**src/rtl/core_seq_if.sv**
```systemverilog
// -----------------------------------------------------------------------------
// core_seq_if -- memory request/acknowledge bus between core_seq and memory.
//
// Signals:
//   mem_req    core -> mem  request, held until accepted
//   mem_ack    mem  -> core request accepted/completed this cycle
//   mem_addr   core -> mem  address (stable while mem_req=1)
//   mem_wdata  core -> mem  write data (stable while mem_req=1)
//   mem_we     core -> mem  1 = write, 0 = read (stable while mem_req=1)
//   mem_rdata  mem  -> core read data, valid in the cycle mem_ack=1
//
// Modports: master (core side), slave (memory side).
// -----------------------------------------------------------------------------
interface core_seq_if #(
    parameter int DATA_W = 16
) ();
    logic              mem_req;
    logic              mem_ack;
    logic [DATA_W-1:0] mem_addr;
    logic [DATA_W-1:0] mem_wdata;
    logic              mem_we;
    logic [DATA_W-1:0] mem_rdata;

    modport master (
        output mem_req, mem_addr, mem_wdata, mem_we,
        input  mem_ack, mem_rdata
    );

    modport slave (
        input  mem_req, mem_addr, mem_wdata, mem_we,
        output mem_ack, mem_rdata
    );
endinterface

```
**src/rtl/core_seq.sv**
```systemverilog
// -----------------------------------------------------------------------------
// core_seq -- fetch / execute / memory / writeback sequencer around an
// external combinational instruction decoder. Owns the PC and register file
// and talks to memory over core_seq_if with arbitrary wait states.
//
// Ports:
//   clk, rst            clock, asynchronous active-high reset
//   mem                 core_seq_if.master memory bus
//   dec_instruction     latched instruction to the decoder
//   dec_pc              current PC to the decoder
//   dec_regs            register file, reg 0 in the MSB slice
//   dec_res .. dec_halt decoder results (sampled on the EXEC edge)
//   run                 restart pulse, honoured only while halted
//   halt_out            core halted
//   retired_count       (CORE_SEQ_RETIRE_COUNT_EN only) retired instructions
//
// Optional feature macro: CORE_SEQ_RETIRE_COUNT_EN
// -----------------------------------------------------------------------------
module core_seq #(
    parameter int                DATA_W   = 16,
    parameter int                NREGS    = 6,
    parameter int                TGT_W    = 3,
    parameter logic [DATA_W-1:0] RESET_PC = '0
) (
    input  logic                    clk,
    input  logic                    rst,
    core_seq_if.master              mem,
    output logic [DATA_W-1:0]       dec_instruction,
    output logic [DATA_W-1:0]       dec_pc,
    output logic [NREGS*DATA_W-1:0] dec_regs,
    input  logic [DATA_W-1:0]       dec_res,
    input  logic [TGT_W-1:0]        dec_res_target,
    input  logic                    dec_res_from_ram,
    input  logic                    dec_ram_access,
    input  logic                    dec_ram_op,
    input  logic [DATA_W-1:0]       dec_ram_addr,
    input  logic [DATA_W-1:0]       dec_ram_wdata,
    input  logic [3:0]              dec_ram_mode,
    input  logic                    dec_halt,
    input  logic                    run,
    output logic                    halt_out
`ifdef CORE_SEQ_RETIRE_COUNT_EN
    ,
    output logic [31:0]             retired_count
`endif
);
    localparam int HALF = DATA_W / 2;

    localparam logic [2:0] S_FETCH = 3'd0;
    localparam logic [2:0] S_EXEC  = 3'd1;
    localparam logic [2:0] S_MEM   = 3'd2;
    localparam logic [2:0] S_WB    = 3'd3;
    localparam logic [2:0] S_HALT  = 3'd4;

    logic [2:0]        r_state;
    logic [DATA_W-1:0] r_pc;
    logic [DATA_W-1:0] r_instr;
    logic [DATA_W-1:0] r_regs [NREGS];
    logic              r_halt;

    // Memory bus outputs are registered so they stay glitch-free and stable
    // for the whole request, and a reset can drop mem_req asynchronously.
    logic              r_mem_req;
    logic [DATA_W-1:0] r_mem_addr;
    logic [DATA_W-1:0] r_mem_wdata;
    logic              r_mem_we;

    // Decoder results captured on the EXEC edge.
    logic [DATA_W-1:0] r_ex_res;
    logic [TGT_W-1:0]  r_ex_tgt;
    logic              r_ex_from_ram;
    logic [3:0]        r_ex_mode;
    logic [DATA_W-1:0] r_rdata;

    logic [DATA_W-1:0] w_sw;
    logic [DATA_W-1:0] w_res;
    logic              w_tgt_reg;
    logic [DATA_W-1:0] w_next_pc;

    // Writeback result and next PC.
    // NOTE: every always_comb output gets a default first, otherwise a path
    // that skips an assignment infers a latch.
    always_comb begin
        w_sw  = r_ex_mode[1] ? {r_rdata[HALF-1:0], r_rdata[DATA_W-1:HALF]} : r_rdata;
        w_res = r_ex_res;
        if (r_ex_from_ram) begin
            if (r_ex_mode[0]) begin
                w_res = r_ex_mode[1] ? (r_ex_res - r_rdata) : (r_ex_res + r_rdata);
            end else begin
                if (r_ex_mode[2]) w_res[DATA_W-1:HALF] = w_sw[DATA_W-1:HALF];
                if (r_ex_mode[3]) w_res[HALF-1:0]      = w_sw[HALF-1:0];
            end
        end
        w_tgt_reg = (int'(r_ex_tgt) >= 2) && (int'(r_ex_tgt) <= NREGS + 1);
        w_next_pc = (int'(r_ex_tgt) == 1) ? w_res : (r_pc + DATA_W'(1));
    end

    // NOTE: sequential state uses non-blocking assignments only, so every
    // register samples pre-edge values regardless of statement order.
    always_ff @(posedge clk or posedge rst) begin
        if (rst) begin
            r_state       <= S_FETCH;
            r_pc          <= RESET_PC;
            r_instr       <= '0;
            r_halt        <= 1'b0;
            r_mem_req     <= 1'b0;
            r_mem_addr    <= '0;
            r_mem_wdata   <= '0;
            r_mem_we      <= 1'b0;
            r_ex_res      <= '0;
            r_ex_tgt      <= '0;
            r_ex_from_ram <= 1'b0;
            r_ex_mode     <= '0;
            r_rdata       <= '0;
            // NOTE: the register file is architecturally visible and must read
            // zero after reset, so it is built from resettable flops rather
            // than an inferred RAM.
            for (int i = 0; i < NREGS; i++) r_regs[i] <= '0;
        end else begin
            case (r_state)
                S_FETCH: begin
                    // After reset nothing is requested yet; raise the fetch.
                    if (!r_mem_req) begin
                        r_mem_req  <= 1'b1;
                        r_mem_addr <= r_pc;
                        r_mem_we   <= 1'b0;
                    end else if (mem.mem_ack) begin
                        r_instr   <= mem.mem_rdata;
                        r_mem_req <= 1'b0;
                        r_state   <= S_EXEC;
                    end
                end
                S_EXEC: begin
                    r_ex_res      <= dec_res;
                    r_ex_tgt      <= dec_res_target;
                    r_ex_from_ram <= dec_res_from_ram;
                    r_ex_mode     <= dec_ram_mode;
                    r_rdata       <= '0;
                    if (dec_halt) begin
                        r_halt  <= 1'b1;
                        r_state <= S_HALT;
                    end else if (dec_ram_access) begin
                        r_mem_req   <= 1'b1;
                        r_mem_addr  <= dec_ram_addr;
                        r_mem_wdata <= dec_ram_wdata;
                        r_mem_we    <= dec_ram_op;
                        r_state     <= S_MEM;
                    end else begin
                        r_state <= S_WB;
                    end
                end
                S_MEM: begin
                    if (mem.mem_ack) begin
                        if (!r_mem_we) r_rdata <= mem.mem_rdata;
                        r_mem_req <= 1'b0;
                        r_mem_we  <= 1'b0;
                        r_state   <= S_WB;
                    end
                end
                S_WB: begin
                    for (int i = 0; i < NREGS; i++) begin
                        if (w_tgt_reg && (int'(r_ex_tgt) == i + 2)) r_regs[i] <= w_res;
                    end
                    // Issue the next fetch directly so FETCH can complete on
                    // its first cycle with a zero-wait memory.
                    r_pc       <= w_next_pc;
                    r_mem_req  <= 1'b1;
                    r_mem_addr <= w_next_pc;
                    r_mem_we   <= 1'b0;
                    r_state    <= S_FETCH;
                end
                S_HALT: begin
                    if (run) begin
                        r_halt     <= 1'b0;
                        r_pc       <= r_pc + DATA_W'(1);
                        r_mem_req  <= 1'b1;
                        r_mem_addr <= r_pc + DATA_W'(1);
                        r_mem_we   <= 1'b0;
                        r_state    <= S_FETCH;
                    end
                end
                default: r_state <= S_FETCH;
            endcase
        end
    end

`ifdef CORE_SEQ_RETIRE_COUNT_EN
    logic [31:0] r_retired;

    always_ff @(posedge clk or posedge rst) begin
        if (rst)                 r_retired <= '0;
        else if (r_state == S_WB) r_retired <= r_retired + 32'd1;
    end

    assign retired_count = r_retired;
`endif

    generate
        for (genvar g = 0; g < NREGS; g++) begin : g_regs
            assign dec_regs[(NREGS-g)*DATA_W-1 -: DATA_W] = r_regs[g];
        end
    endgenerate

    assign mem.mem_req   = r_mem_req;
    assign mem.mem_addr  = r_mem_addr;
    assign mem.mem_wdata = r_mem_wdata;
    assign mem.mem_we    = r_mem_we;
    assign dec_instruction = r_instr;
    assign dec_pc          = r_pc;
    assign halt_out        = r_halt;
endmodule

```
**src/flat_wrapper.sv**
```systemverilog
// flat-port wrapper written by rule: the top's interface ports become plain ports
module core_seq_flat 
#(
    parameter int                DATA_W   = 16,
    parameter int                NREGS    = 6,
    parameter int                TGT_W    = 3,
    parameter logic [DATA_W-1:0] RESET_PC = '0
)
  (clk, rst, dec_instruction, dec_pc, dec_regs, dec_res, dec_res_target, dec_res_from_ram, dec_ram_access, dec_ram_op, dec_ram_addr, dec_ram_wdata, dec_ram_mode, dec_halt, run, halt_out, mem_mem_req, mem_mem_addr, mem_mem_wdata, mem_mem_we, mem_mem_ack, mem_mem_rdata);
  core_seq_if #(.DATA_W(DATA_W)) mem_i ();
  input  logic clk;
  input  logic rst;
  output logic [DATA_W-1:0] dec_instruction;
  output logic [DATA_W-1:0] dec_pc;
  output logic [NREGS*DATA_W-1:0] dec_regs;
  input  logic [DATA_W-1:0] dec_res;
  input  logic [TGT_W-1:0] dec_res_target;
  input  logic dec_res_from_ram;
  input  logic dec_ram_access;
  input  logic dec_ram_op;
  input  logic [DATA_W-1:0] dec_ram_addr;
  input  logic [DATA_W-1:0] dec_ram_wdata;
  input  logic [3:0] dec_ram_mode;
  input  logic dec_halt;
  input  logic run;
  output logic halt_out;
  output wire logic [$bits(mem_i.mem_req)-1:0] mem_mem_req;
  output wire logic [$bits(mem_i.mem_addr)-1:0] mem_mem_addr;
  output wire logic [$bits(mem_i.mem_wdata)-1:0] mem_mem_wdata;
  output wire logic [$bits(mem_i.mem_we)-1:0] mem_mem_we;
  input wire logic [$bits(mem_i.mem_ack)-1:0] mem_mem_ack;
  input wire logic [$bits(mem_i.mem_rdata)-1:0] mem_mem_rdata;
  assign mem_mem_req = mem_i.mem_req;
  assign mem_mem_addr = mem_i.mem_addr;
  assign mem_mem_wdata = mem_i.mem_wdata;
  assign mem_mem_we = mem_i.mem_we;
  assign mem_i.mem_ack = mem_mem_ack;
  assign mem_i.mem_rdata = mem_mem_rdata;
  core_seq #(.DATA_W(DATA_W), .NREGS(NREGS), .TGT_W(TGT_W), .RESET_PC(RESET_PC)) u_core (.clk(clk), .rst(rst), .mem(mem_i), .dec_instruction(dec_instruction), .dec_pc(dec_pc), .dec_regs(dec_regs), .dec_res(dec_res), .dec_res_target(dec_res_target), .dec_res_from_ram(dec_res_from_ram), .dec_ram_access(dec_ram_access), .dec_ram_op(dec_ram_op), .dec_ram_addr(dec_ram_addr), .dec_ram_wdata(dec_ram_wdata), .dec_ram_mode(dec_ram_mode), .dec_halt(dec_halt), .run(run), .halt_out(halt_out));
endmodule
```
**config.mk**
```make
export PLATFORM = sky130hd
export DESIGN_NAME = core_seq_flat
export DESIGN_NICKNAME = d
export VERILOG_FILES = /design/src/rtl/core_seq_if.sv /design/src/rtl/core_seq.sv /design/src/flat_wrapper.sv
export SDC_FILE = /design/constraint.sdc
export NUM_CORES = 1
export LEC_CHECK = 0
export CAP_MARGIN = 20
export CORE_UTILIZATION = 50
export DETAILED_ROUTE_END_ITERATION = 12
export PLACE_DENSITY = 0.8
export SYNTH_ARGS = -nofsm -noshare
export SYNTH_HDL_FRONTEND = slang
export SYNTH_SLANG_ARGS = --single-unit
```
**constraint.sdc**
```tcl
create_clock -name clk -period 12.2 [get_ports clk]
set_input_delay 1.83 -clock clk [delete_from_list [all_inputs] [get_ports clk]]
set_output_delay 1.83 -clock clk [all_outputs]
set_load 0.03 [all_outputs]
```
==> results.cfg <==
[run_status]
status = completed

[power_and_ir_drop]
combPwrFrac = 0.587
power.internal_mw = 2.39
vdd_drop_max_mv = 0.153
p_leak_nw = 6.08
power_frac_clock = 0.137
total_power_mw = 4.61
switchingPower_mw = 2.22
powerDensity_nw_per_um2 = 333
seqPwrFrac = 0.276
p_sw_frac = 0.481

[yosys]
synth.largest_area_cell = dfrtp_1
avgSynthCellArea_um2 = 9.38
async_flop_share = 1.00
syn-cell-area_um2 = 10600
synth_area_leaders = dfrtp_1 (49%), nand2_1 (10%), mux2_2 (6.7%)
ys_seq_elements = 206
yosysWarnings = 0
synth_cell_types = 81
synthCells = 1132
synth_nets = 1229
yosysSeqAreaShare = 0.485
synthFlopType = dfrtp_1
synth_top_area_frac = 0.485
synth_edf_count = 0

[sta]
hold_viol_final = 0
worst_slack_ns = 8.24
fin_crit_sh = 0.325
tightest_slew_ns = 1.15
max_freq_ghz = 0.253
slew_headroom = 0.227
maxSlewViolCount = 0
finalSetupTns_ns = 0
final-setup-viol-count = 0
rsz0062_at_grt = no
period_needed_ns = 3.96
fin_skew_ns = 0.0133

[critical_path]
endpoint_kind = register
worstSetupPathType = reg -> reg
cp_data_arrival_time_ns = 4.41
start_kind = register
cp_max_fo = 7
crit_required_ns = 12.65

[cells_and_area]
layout.nets = 1436
synthToLayoutAreaGrowth_pct = 30.4
final_common_cell = nand2_1
fill_cells = 1654
n_antenna_cell = 0
layout_common_cells = nand2_1 (283), clkdlybuf4s50_1 (241), dfrtp_1 (206)
finalNonFillerCells = 1622
layout-drive-gt1-share = 0.0962

[clocking]
cts_hold_buf = 0
cts_resized = 0
numCtsBuffers = 22
clk_pin_slew_ns = 0.06
cts-root-buf = clkbuf_16
clock_sinks = 206
post_cts_buffers = 0
cts_tree = done
clock_tree.buffer_depth = 3
h-tree-depth = 1
clock_latency_ns = 0.52

[route]
drtIter0Drc = 976
antenna_left = 0
drt_pass1_iterations = 6
vias = 9564
wl_um = 31400
routedWlPerCell_um = 19.4
drt-vias-per-instance = 5.90
drcViolationCount = 0

[floorplan]
core_area_um2 = 20600
rows = 52
die_h_um = 148
io-pin-count = 242
die_x_um = 148
die-area_um2 = 21800
start_util = 0.517

[place]
io_buffers = 241
place_inst = 1584
hpwl_um = 22200
gp_congestion = 0.960
dp_slack_ns = 8.18

[job]
drv_cap = 0

[global_routing]
grt.total_usage = 0.289
overflow = 0
grt_pass1_wl_um = 49400
grt_start_max_net_pins = 147
grt_pass1_vias = 9182
antenna_found_initial = 0

[worst_hold_path]
hold_class = reg -> reg
==> cell families (layout without fill, tap and decap cells) <==
family / after synthesis / in the layout / synth area share
and+or+nand+nor: 421 / 421 / 0.172
AOI/OAI and AO/OA: 267 / 267 / 0.160
DFF: 206 / 206 / 0.485
buffers and inverters: 92 / 312 / 0.0370
muxes: 85 / 85 / 0.0881
xor gates and xnor gates: 43 / 43 / 0.0355
adders and majority gates: 18 / 18 / 0.0219
==> path summary, 6_finish.rpt <==
check	startpoint	to	slack, ns	cells after the start
hold / removal	u_core.dec_regs[26]$_DFFE_PP0P_	u_core.dec_regs[26]$_DFFE_PP0P_	0.47	2
setup / recovery	u_core.r_rdata[5]$_DFFE_PP0P_	u_core.mem.mem_addr[11]$_DFFE_PP0P_	8.24	13
max in group asynchronous	rst	u_core.mem.mem_wdata[6]$_DFFE_PP0P_	8.87	3
hold reg to reg	u_core.dec_regs[26]$_DFFE_PP0P_	u_core.dec_regs[26]$_DFFE_PP0P_	0.47	2
setup reg to reg	u_core.r_rdata[5]$_DFFE_PP0P_	u_core.mem.mem_addr[11]$_DFFE_PP0P_	8.24	13
min in group asynchronous	rst	u_core.r_state[2]$_DFFE_PP0P_	1.93	2
==> cells in the mapped netlist, types with 5 or more instances <==
cell,number
nand2_1,283
dfrtp_1,206
o21ai_0,92
mux2_2,63
a21oi_1,62
nor2_1,53
clkbuf_1,45
xnor2_1,30
buf_2,20
inv_1,19
ha_1,17
mux2i_1,17
nand3_1,15
xor2_1,13
o22ai_1,12
a22oi_1,10
nor3_1,10
a31oi_1,8
and3_1,7
nand2b_1,7
o31ai_1,7
or3_1,7
nor2b_1,6
a21oi_2,5
a221o_1,5
a221oi_1,5
a22o_1,5
and4_1,5
mux2_1,5
o211ai_1,5
==> power groups by stage <==
| stage | logic (mW) | registers, mW | clock network, mW |
|---|---|---|---|
| 2_1_floorplan | 1.37 | 1.59 | 0 |
| 3_3_place_gp | 2.61 | 1.27 | 0 |
| 3_5_place_dp | 2.67 | 1.28 | 0 |
| 4_1_cts | 2.68 | 1.27 | 0.642 |
| 5_1_grt | 2.90 | 1.31 | 0.666 |
| 6_report | 2.71 | 1.27 | 0.631 |
==> per-layer routing <==
layer	global-route usage	routed length [µm]
met1	0.390	12600
met2	0.458	14500
met3	0.0602	3280
met4	0.112	993
met5	0	0
==> through the flow <==
step | hold WS [ns] | area (µm²) | utilization
final | 0.475 | 13800 | 0.673
after global routing | 0.503 | 13800 | 0.673
after CTS | 0.477 | 13800 | 0.673
after detailed placement | 0.466 | 13200 | 0.640
after global placement | 0.458 | 13200 | 0.640
after floorplan | 0.469 | 10600 | -
==> worst max-delay path: stages, from the launching register on <==
cell      delay [ns]
dfrtp_1         0.46
nor4_2          0.42
nand2b_1        0.16
nor4_1          0.43
nor2_1          0.10
xnor2_1         0.17
ha_1            0.39
and4_1          0.23
a21boi_1        0.20
o21ai_2         0.11
nor3b_1         0.16
o31ai_2         0.71
nand2_1         0.22
nand3_1         0.14
==> sequential cells by signal, indices dropped and copies added (netlist names) <==
signal,count
u_core.mem.mem_addr,16
u_core.dec_pc,16
u_core.r_ex_res,16
u_core.dec_regs,96
u_core.dec_instruction,16
u_core.mem.mem_wdata,16
u_core.r_rdata,16
u_core.mem.mem_we,1
u_core.halt_out,1
u_core.r_ex_from_ram,1
u_core.r_ex_mode,4
u_core.mem.mem_req,1
u_core.r_ex_tgt,3
u_core.r_state,3
==> layout make-up <==
type                       instances  area, µm²  share of cell area
tap                              270        338              0.0244
sequential                       206       5150               0.372
clock buffer                      32        608              0.0439
inverter                          21       86.3             0.00624
timing repair buffer             254       2510               0.181
clock inverter                     5       61.3             0.00443
multi-input combinational        834       5090               0.367
Note: power is estimated with default switching activity, not from simulation.
